$ cat src/rtl/mano_pkg.sv
// Shared definitions for the Mano-computer timing and control front end.
//   - bus_sel_e : common-bus source select codes
//   - ScW       : default sequence-counter width
//   - T*Idx     : timing-signal indices used by the fetch/interrupt sequencing
//   - onehot3   : 3-to-8 one-hot decode of the opcode field
package mano_pkg;

  localparam int unsigned ScW = 4;

  typedef enum logic [2:0] {
    BusNone = 3'd0,
    BusAr   = 3'd1,
    BusPc   = 3'd2,
    BusDr   = 3'd3,
    BusAc   = 3'd4,
    BusIr   = 3'd5,
    BusTr   = 3'd6,
    BusMem  = 3'd7
  } bus_sel_e;

  localparam int unsigned T0Idx = 0;
  localparam int unsigned T1Idx = 1;
  localparam int unsigned T2Idx = 2;
  localparam int unsigned T3Idx = 3;

  function automatic logic [7:0] onehot3(input logic [2:0] op);
    return 8'b1 << op;
  endfunction

endpackage

$ cat src/rtl/seq_counter.sv
// Sequence counter with increment and synchronous clear, plus one-hot decode.
//   clk_i  : clock, rising edge
//   rst_i  : asynchronous active-high reset (SC <= 0)
//   clr_i  : synchronous clear, wins over inr_i
//   inr_i  : increment (wraps at 2**SC_W-1)
//   sc_o   : counter value
//   t_o    : one-hot decode of sc_o (ungated)
module seq_counter #(
  parameter int unsigned SC_W = 4
) (
  input  logic                 clk_i,
  input  logic                 rst_i,
  input  logic                 clr_i,
  input  logic                 inr_i,
  output logic [SC_W-1:0]      sc_o,
  output logic [2**SC_W-1:0]   t_o
);

  logic [SC_W-1:0] sc_d, sc_q;

  always_comb begin
    sc_d = sc_q;
    if (clr_i) begin
      sc_d = '0;
    end else if (inr_i) begin
      sc_d = sc_q + 1'b1;
    end
  end

  always_ff @(posedge clk_i or posedge rst_i) begin
    if (rst_i) begin
      sc_q <= '0;
    end else begin
      sc_q <= sc_d;
    end
  end

  always_comb begin
    t_o       = '0;
    t_o[sc_q] = 1'b1;
  end

  assign sc_o = sc_q;

endmodule

$ cat src/rtl/fetch_decode_ctrl.sv
// Mano-computer timing and control front end.
// Sequences fetch (R=0) and interrupt cycle (R=1) over T0..T2, then hands T3+ to the
// execute unit, which returns EXEC_DONE to restart fetch.
//   CLK, CLR          : clock, asynchronous active-high reset
//   START, HLT        : set / clear the run flop S (HLT wins)
//   IR, IEN, FGI, FGO : instruction register, interrupt enable, I/O flags
//   EXEC_DONE         : execute unit finished, clears SC while EXEC
//   T, D, I, S, R     : timing one-hot, opcode decode, indirect bit, run, interrupt cycle
//   EXEC              : execute phase (S & SC>=3)
//   BUS_SEL + strobes : register/memory controls, combinational from (S, R, SC)
module fetch_decode_ctrl
  import mano_pkg::*;
#(
  parameter int unsigned SC_W = ScW,
  parameter int unsigned IR_W = 16
) (
  input  logic               CLK,
  input  logic               CLR,
  input  logic               START,
  input  logic               HLT,
  input  logic [IR_W-1:0]    IR,
  input  logic               IEN,
  input  logic               FGI,
  input  logic               FGO,
  input  logic               EXEC_DONE,
  output logic [2**SC_W-1:0] T,
  output logic [7:0]         D,
  output logic               I,
  output logic               S,
  output logic               R,
  output logic               EXEC,
  output logic [2:0]         BUS_SEL,
  output logic               AR_LD,
  output logic               AR_NCLR,
  output logic               PC_INR,
  output logic               PC_NCLR,
  output logic               IR_LD,
  output logic               TR_LD,
  output logic               MEM_RD,
  output logic               MEM_WR,
  output logic               IEN_CLR
);

  logic [SC_W-1:0]      sc;
  logic [2**SC_W-1:0]   t_raw;
  logic                 sc_clr;
  logic                 s_d, s_q, r_d, r_q, i_d, i_q;
  logic [7:0]           d_d, d_q;
  logic                 t0, t1, t2;
  logic                 unused_ir;

  assign unused_ir = ^IR[IR_W-5:0];

  // Timing is only meaningful while running; gating here freezes every strobe when S=0.
  assign t0   = s_q & t_raw[T0Idx];
  assign t1   = s_q & t_raw[T1Idx];
  assign t2   = s_q & t_raw[T2Idx];
  assign EXEC = s_q & (sc >= SC_W'(T3Idx));

  // Interrupt cycle ends at T2; execute ends on EXEC_DONE. Both restart at T0.
  assign sc_clr = (EXEC & EXEC_DONE) | (r_q & t2);

  seq_counter #(
    .SC_W (SC_W)
  ) u_seq_counter (
    .clk_i (CLK),
    .rst_i (CLR),
    .clr_i (sc_clr),
    .inr_i (s_q),
    .sc_o  (sc),
    .t_o   (t_raw)
  );

  always_comb begin
    s_d = s_q;
    if (HLT) begin
      s_d = 1'b0;
    end else if (START) begin
      s_d = 1'b1;
    end

    r_d = r_q;
    if (r_q & t2) begin
      r_d = 1'b0;
    end else if (EXEC & IEN & (FGI | FGO)) begin
      r_d = 1'b1;
    end

    i_d = i_q;
    d_d = d_q;
    if (~r_q & t2) begin
      i_d = IR[IR_W-1];
      d_d = onehot3(IR[IR_W-2 -: 3]);
    end
  end

  always_ff @(posedge CLK or posedge CLR) begin
    if (CLR) begin
      s_q <= 1'b0;
      r_q <= 1'b0;
      i_q <= 1'b0;
      d_q <= '0;
    end else begin
      s_q <= s_d;
      r_q <= r_d;
      i_q <= i_d;
      d_q <= d_d;
    end
  end

  always_comb begin
    BUS_SEL = BusNone;
    AR_LD   = 1'b0;
    AR_NCLR = 1'b1;
    PC_INR  = 1'b0;
    PC_NCLR = 1'b1;
    IR_LD   = 1'b0;
    TR_LD   = 1'b0;
    MEM_RD  = 1'b0;
    MEM_WR  = 1'b0;
    IEN_CLR = 1'b0;
    if (!r_q) begin
      if (t0) begin
        BUS_SEL = BusPc;
        AR_LD   = 1'b1;
      end else if (t1) begin
        BUS_SEL = BusMem;
        MEM_RD  = 1'b1;
        IR_LD   = 1'b1;
        PC_INR  = 1'b1;
      end else if (t2) begin
        BUS_SEL = BusIr;
        AR_LD   = 1'b1;
      end
    end else begin
      // Save return address at M[0], then jump to 1.
      if (t0) begin
        AR_NCLR = 1'b0;
        BUS_SEL = BusPc;
        TR_LD   = 1'b1;
      end else if (t1) begin
        BUS_SEL = BusTr;
        MEM_WR  = 1'b1;
        PC_NCLR = 1'b0;
      end else if (t2) begin
        PC_INR  = 1'b1;
        IEN_CLR = 1'b1;
      end
    end
  end

  assign T = s_q ? t_raw : '0;
  assign D = d_q;
  assign I = i_q;
  assign S = s_q;
  assign R = r_q;

endmodule

$ cat config.mk
export PLATFORM = sky130hd
export DESIGN_NAME = fetch_decode_ctrl
export DESIGN_NICKNAME = d
export VERILOG_FILES = /design/src/rtl/mano_pkg.sv /design/src/rtl/seq_counter.sv /design/src/rtl/fetch_decode_ctrl.sv
export SDC_FILE = /design/constraint.sdc
export NUM_CORES = 1
export LEC_CHECK = 0
export ABC_AREA = 1
export BUFFER_PORTS_ARGS = -buffer_cell sky130_fd_sc_hd__buf_2
export CAP_MARGIN = 0
export CORE_MARGIN = 2
export CORE_UTILIZATION = 42
export CTS_CLUSTER_SIZE = 10
export DETAILED_ROUTE_END_ITERATION = 8
export HOLD_SLACK_MARGIN = 0.02
export PLACE_DENSITY = 0.79
export SLEW_MARGIN = 20
export SYNTH_ARGS = -nofsm -noshare
export SYNTH_HDL_FRONTEND = slang
export SYNTH_SLANG_ARGS = --single-unit
$ cat constraint.sdc
create_clock -name CLK -period 1.7 [get_ports CLK]
set_input_delay 0.17 -clock CLK [delete_from_list [all_inputs] [get_ports CLK]]
set_output_delay 0.17 -clock CLK [all_outputs]
set_load 0.03 [all_outputs]
==> impl_metrics.tcl <==
set metrics [dict create \
    status "finished with violations" \
    violations "setup timing" \
    cp.arrival_ns 1.64 \
    cp_max_fo 5 \
    timing.critical_path.cells "inv_2, ha_4, nand2_4, a21oi_2, nand3_2, nand2_1, buf_6" \
    seq_power_share_pct 25.2 \
    critPathSlowestCell "dfrtp_1" \
    overflow 0 \
    fillerInstances 179 \
    finalPower_mw 2.593 \
    fin_crit_sh_pct 106.3 \
    via_per_inst 4.906 \
    finalSetupViolCount 9 \
    initial_core_util_pct 45.34 \
    yosysTopAreaCell "dfrtp_1" \
    syn_area_sq_um 1022 \
    placed_cell_area_sq_um 1292 \
    synth_cell_types 19 \
    port_buffers 51 \
    dp_hpwl_microns 1746 \
    htree_levels 1 \
    comb_power_share_pct 67.3 \
    diodes 0 \
    synth-async-reset-ratio_pct 100.0 \
    final_cells 234 \
    clk_transition_reported_paths_ns 0.08 \
    synth_edf_count 0 \
    critical-path-max-stage-delay_ns 0.41 \
    grt_pass1_wl_microns 3946 \
    fin_skew_ns 0.002654 \
    max_slew_margin_pct 63.75 \
    io_pins 64 \
    core_sq_um 2255 \
    cts_made_buffers 3 \
    max-vdd-ir-drop_v 0.001059 \
    cp-start-kind "flip-flop" \
    final_nets 235 \
    finalSetupTns_ns -0.4915 \
    grt_max_degree 18 \
    antenna_found_initial 0 \
    postLayoutCellArea_sq_um 1625 \
    synth-seq-cells 15 \
    clockRootBuffer "clkbuf_4" \
    cts_buffer_depth 2 \
    synth_top_area_share_pct 36.72 \
    netlist_instances 140 \
    seq_area_frac_synth_pct 36.72 \
    place_inst 216 \
    rsz0062_at_grt "true" \
    finalHoldViolations 0 \
    insertion_delay_ns 0.28 \
    synth_nets 168 \
    clkSinkCount 15 \
    track_usage_pct 19.17 \
    area_growth_syn_to_layout_pct 59.00 \
    powerDensity_nw_per_um2 1595 \
    static-leakage-power_nw 0.9262 \
    drt-pass1-iter-count 5 \
    synthTopCellsByArea "dfrtp_1 (37%), nand2_1 (13%), nor2_1 (11%), inv_1 (7.7%), o21ai_2 (6.9%)" \
    switching_share_pct 53.00 \
    p_switching_mw 1.374 \
    wirelength_microns 3050 \
    worstSetupPathType "flip-flop to output port" \
    vias 1148 \
    worstSetupEndpointType "output port" \
    num_rows 17 \
    worst_slew_pin_slew_ns 0.5431 \
    ant_nets 0 \
    drive_gt1_share_pct 52.43 \
    min_period_ns 1.807 \
    fmax_mhz 553.3 \
    route.detailed.drc 0 \
    multi_input_comb_area_sq_um 639.4 \
    report.final.slew_viol_count 0 \
    hold_class "primary input to flip-flop" \
    setup_slack_ns -0.1072 \
    grt_pass1_vias 944 \
    regArea_sq_um 376.6 \
    yosys_warnings 0 \
    die_w_microns 53.34 \
    dieArea_sq_um 2845 \
    drt-initial-drc-count 18 \
    intPower_mw 1.219 \
    ys.flop_type "dfrtp_1" \
    cap_violations 0 \
    clkPwrFrac_pct 7.6 \
    cp.required_ns 1.53 \
    wl_per_cell_microns 13.03 \
    cts_tree "yes" \
    die_h_microns 53.34 \
    pre_cts_slack_ns 0.08109 \
    routabilityCongestion 0.7579 \
    synth_area_per_cell_sq_um 7.302 \
]
## state kept, by name, indices dropped and copies added, names as in the netlist
| signal | flops |
|---|---|
| S | 1 |
| D | 8 |
| u_seq_counter.sc_o | 4 |
| R | 1 |
| I | 1 |
## critical path: cells and delay by family (launching register included)
kind | cells | cell delay [ns]
flops | 1 | 0.41
simple gates | 3 | 0.32
buf+inv | 2 | 0.28
compound gates | 1 | 0.19
fa+ha+maj | 1 | 0.16
## cells in the mapped netlist (2+ instances only)
| library cell | instances |
|---|---|
| inv_2 | 2 |
| nand3_1 | 5 |
| nand2_1 | 36 |
| buf_6 | 2 |
| o21ai_0 | 2 |
| o21ai_2 | 8 |
| nand2_4 | 5 |
| dfrtp_1 | 15 |
| nor2_1 | 29 |
| a21oi_1 | 4 |
| ha_1 | 4 |
| inv_1 | 21 |
## final cells by class
type	instances	share of cell area [%]
sequential	15	23.17
timing repair buffer	65	27.87
inverter	24	5.851
clock buffer	4	1.617
multi-input combinational	98	39.34
tap	28	2.156
## per-stage QoR
| step | hold slack, ns | utilization, % |
|---|---|---|
| after floorplan | 0.07141 | - |
| after global placement | 0.2383 | 57.33 |
| after detailed placement | 0.2429 | 57.33 |
| after CTS | 0.09647 | 67.15 |
| after global routing | 0.09350 | 72.09 |
| final | 0.09930 | 72.09 |
## cell families (layout without fill, tap and decap cells)
| logic type | after synthesis | after routing | synth area share, % |
|---|---|---|---|
| fa+ha+maj | 4 | 4 | 4.896 |
| xor+xnor | 1 | 1 | 0.8569 |
| compound gates | 15 | 15 | 10.28 |
| simple gates | 78 | 78 | 35.37 |
| flops | 15 | 15 | 36.72 |
| buf+inv | 27 | 93 | 11.87 |
## power groups by stage
| stage | Combinational (mW) | Clock (mW) | Sequential [mW] |
|---|---|---|---|
| floorplan | 0.768 | 0 | 0.847 |
| global placement | 1.26 | 0 | 0.633 |
| detailed placement | 1.28 | 0 | 0.640 |
| CTS | 1.53 | 0.206 | 0.643 |
| global route | 1.86 | 0.226 | 0.680 |
| finish | 1.74 | 0.197 | 0.652 |
## path summary, 6_finish.rpt
check,startpoint,to,slack (ns),cells after the start
max,u_seq_counter.sc_o[0],BUS_SEL[2],-0.11,7
min,START,S,0.1,3
max reg2reg,u_seq_counter.sc_o[0],D[4],0.05,9
min reg2reg,I,I,0.48,2
max in group asynchronous,CLR,S,0.84,3
min in group asynchronous,CLR,D[4],0.48,3
## per-layer routing
layer | share of wire (%) | vias up | global-route usage (%)
li1 | - | 554 | -
met5 | 0 | - | 0
met1 | 36 | 526 | 20.92
met2 | 53 | 60 | 34.98
met4 | 2.8 | 0 | 7.692
met3 | 7.5 | 8 | 4.520
## repair_timing
item,CTS,global route
endpoints found under the setup margin,13,16
endpoints found under the hold margin,16,0
pin swaps,6,4
resized for setup,36,29
setup buffers,7,5
hold buffers,2,0
## cells in the final DEF (no fill, tap or decap), drive strengths merged
master	Yosys	final
clkbuf	0	5
nand2	42	42
inv	23	24
o21ai	11	11
dlygate4sd3	0	2
nand3	6	6
xor2	1	1
ha	4	4
buf	3	62
nor2	30	30
dfrtp	15	15
a21oi	4	4
(Power assumes the default switching activity.)
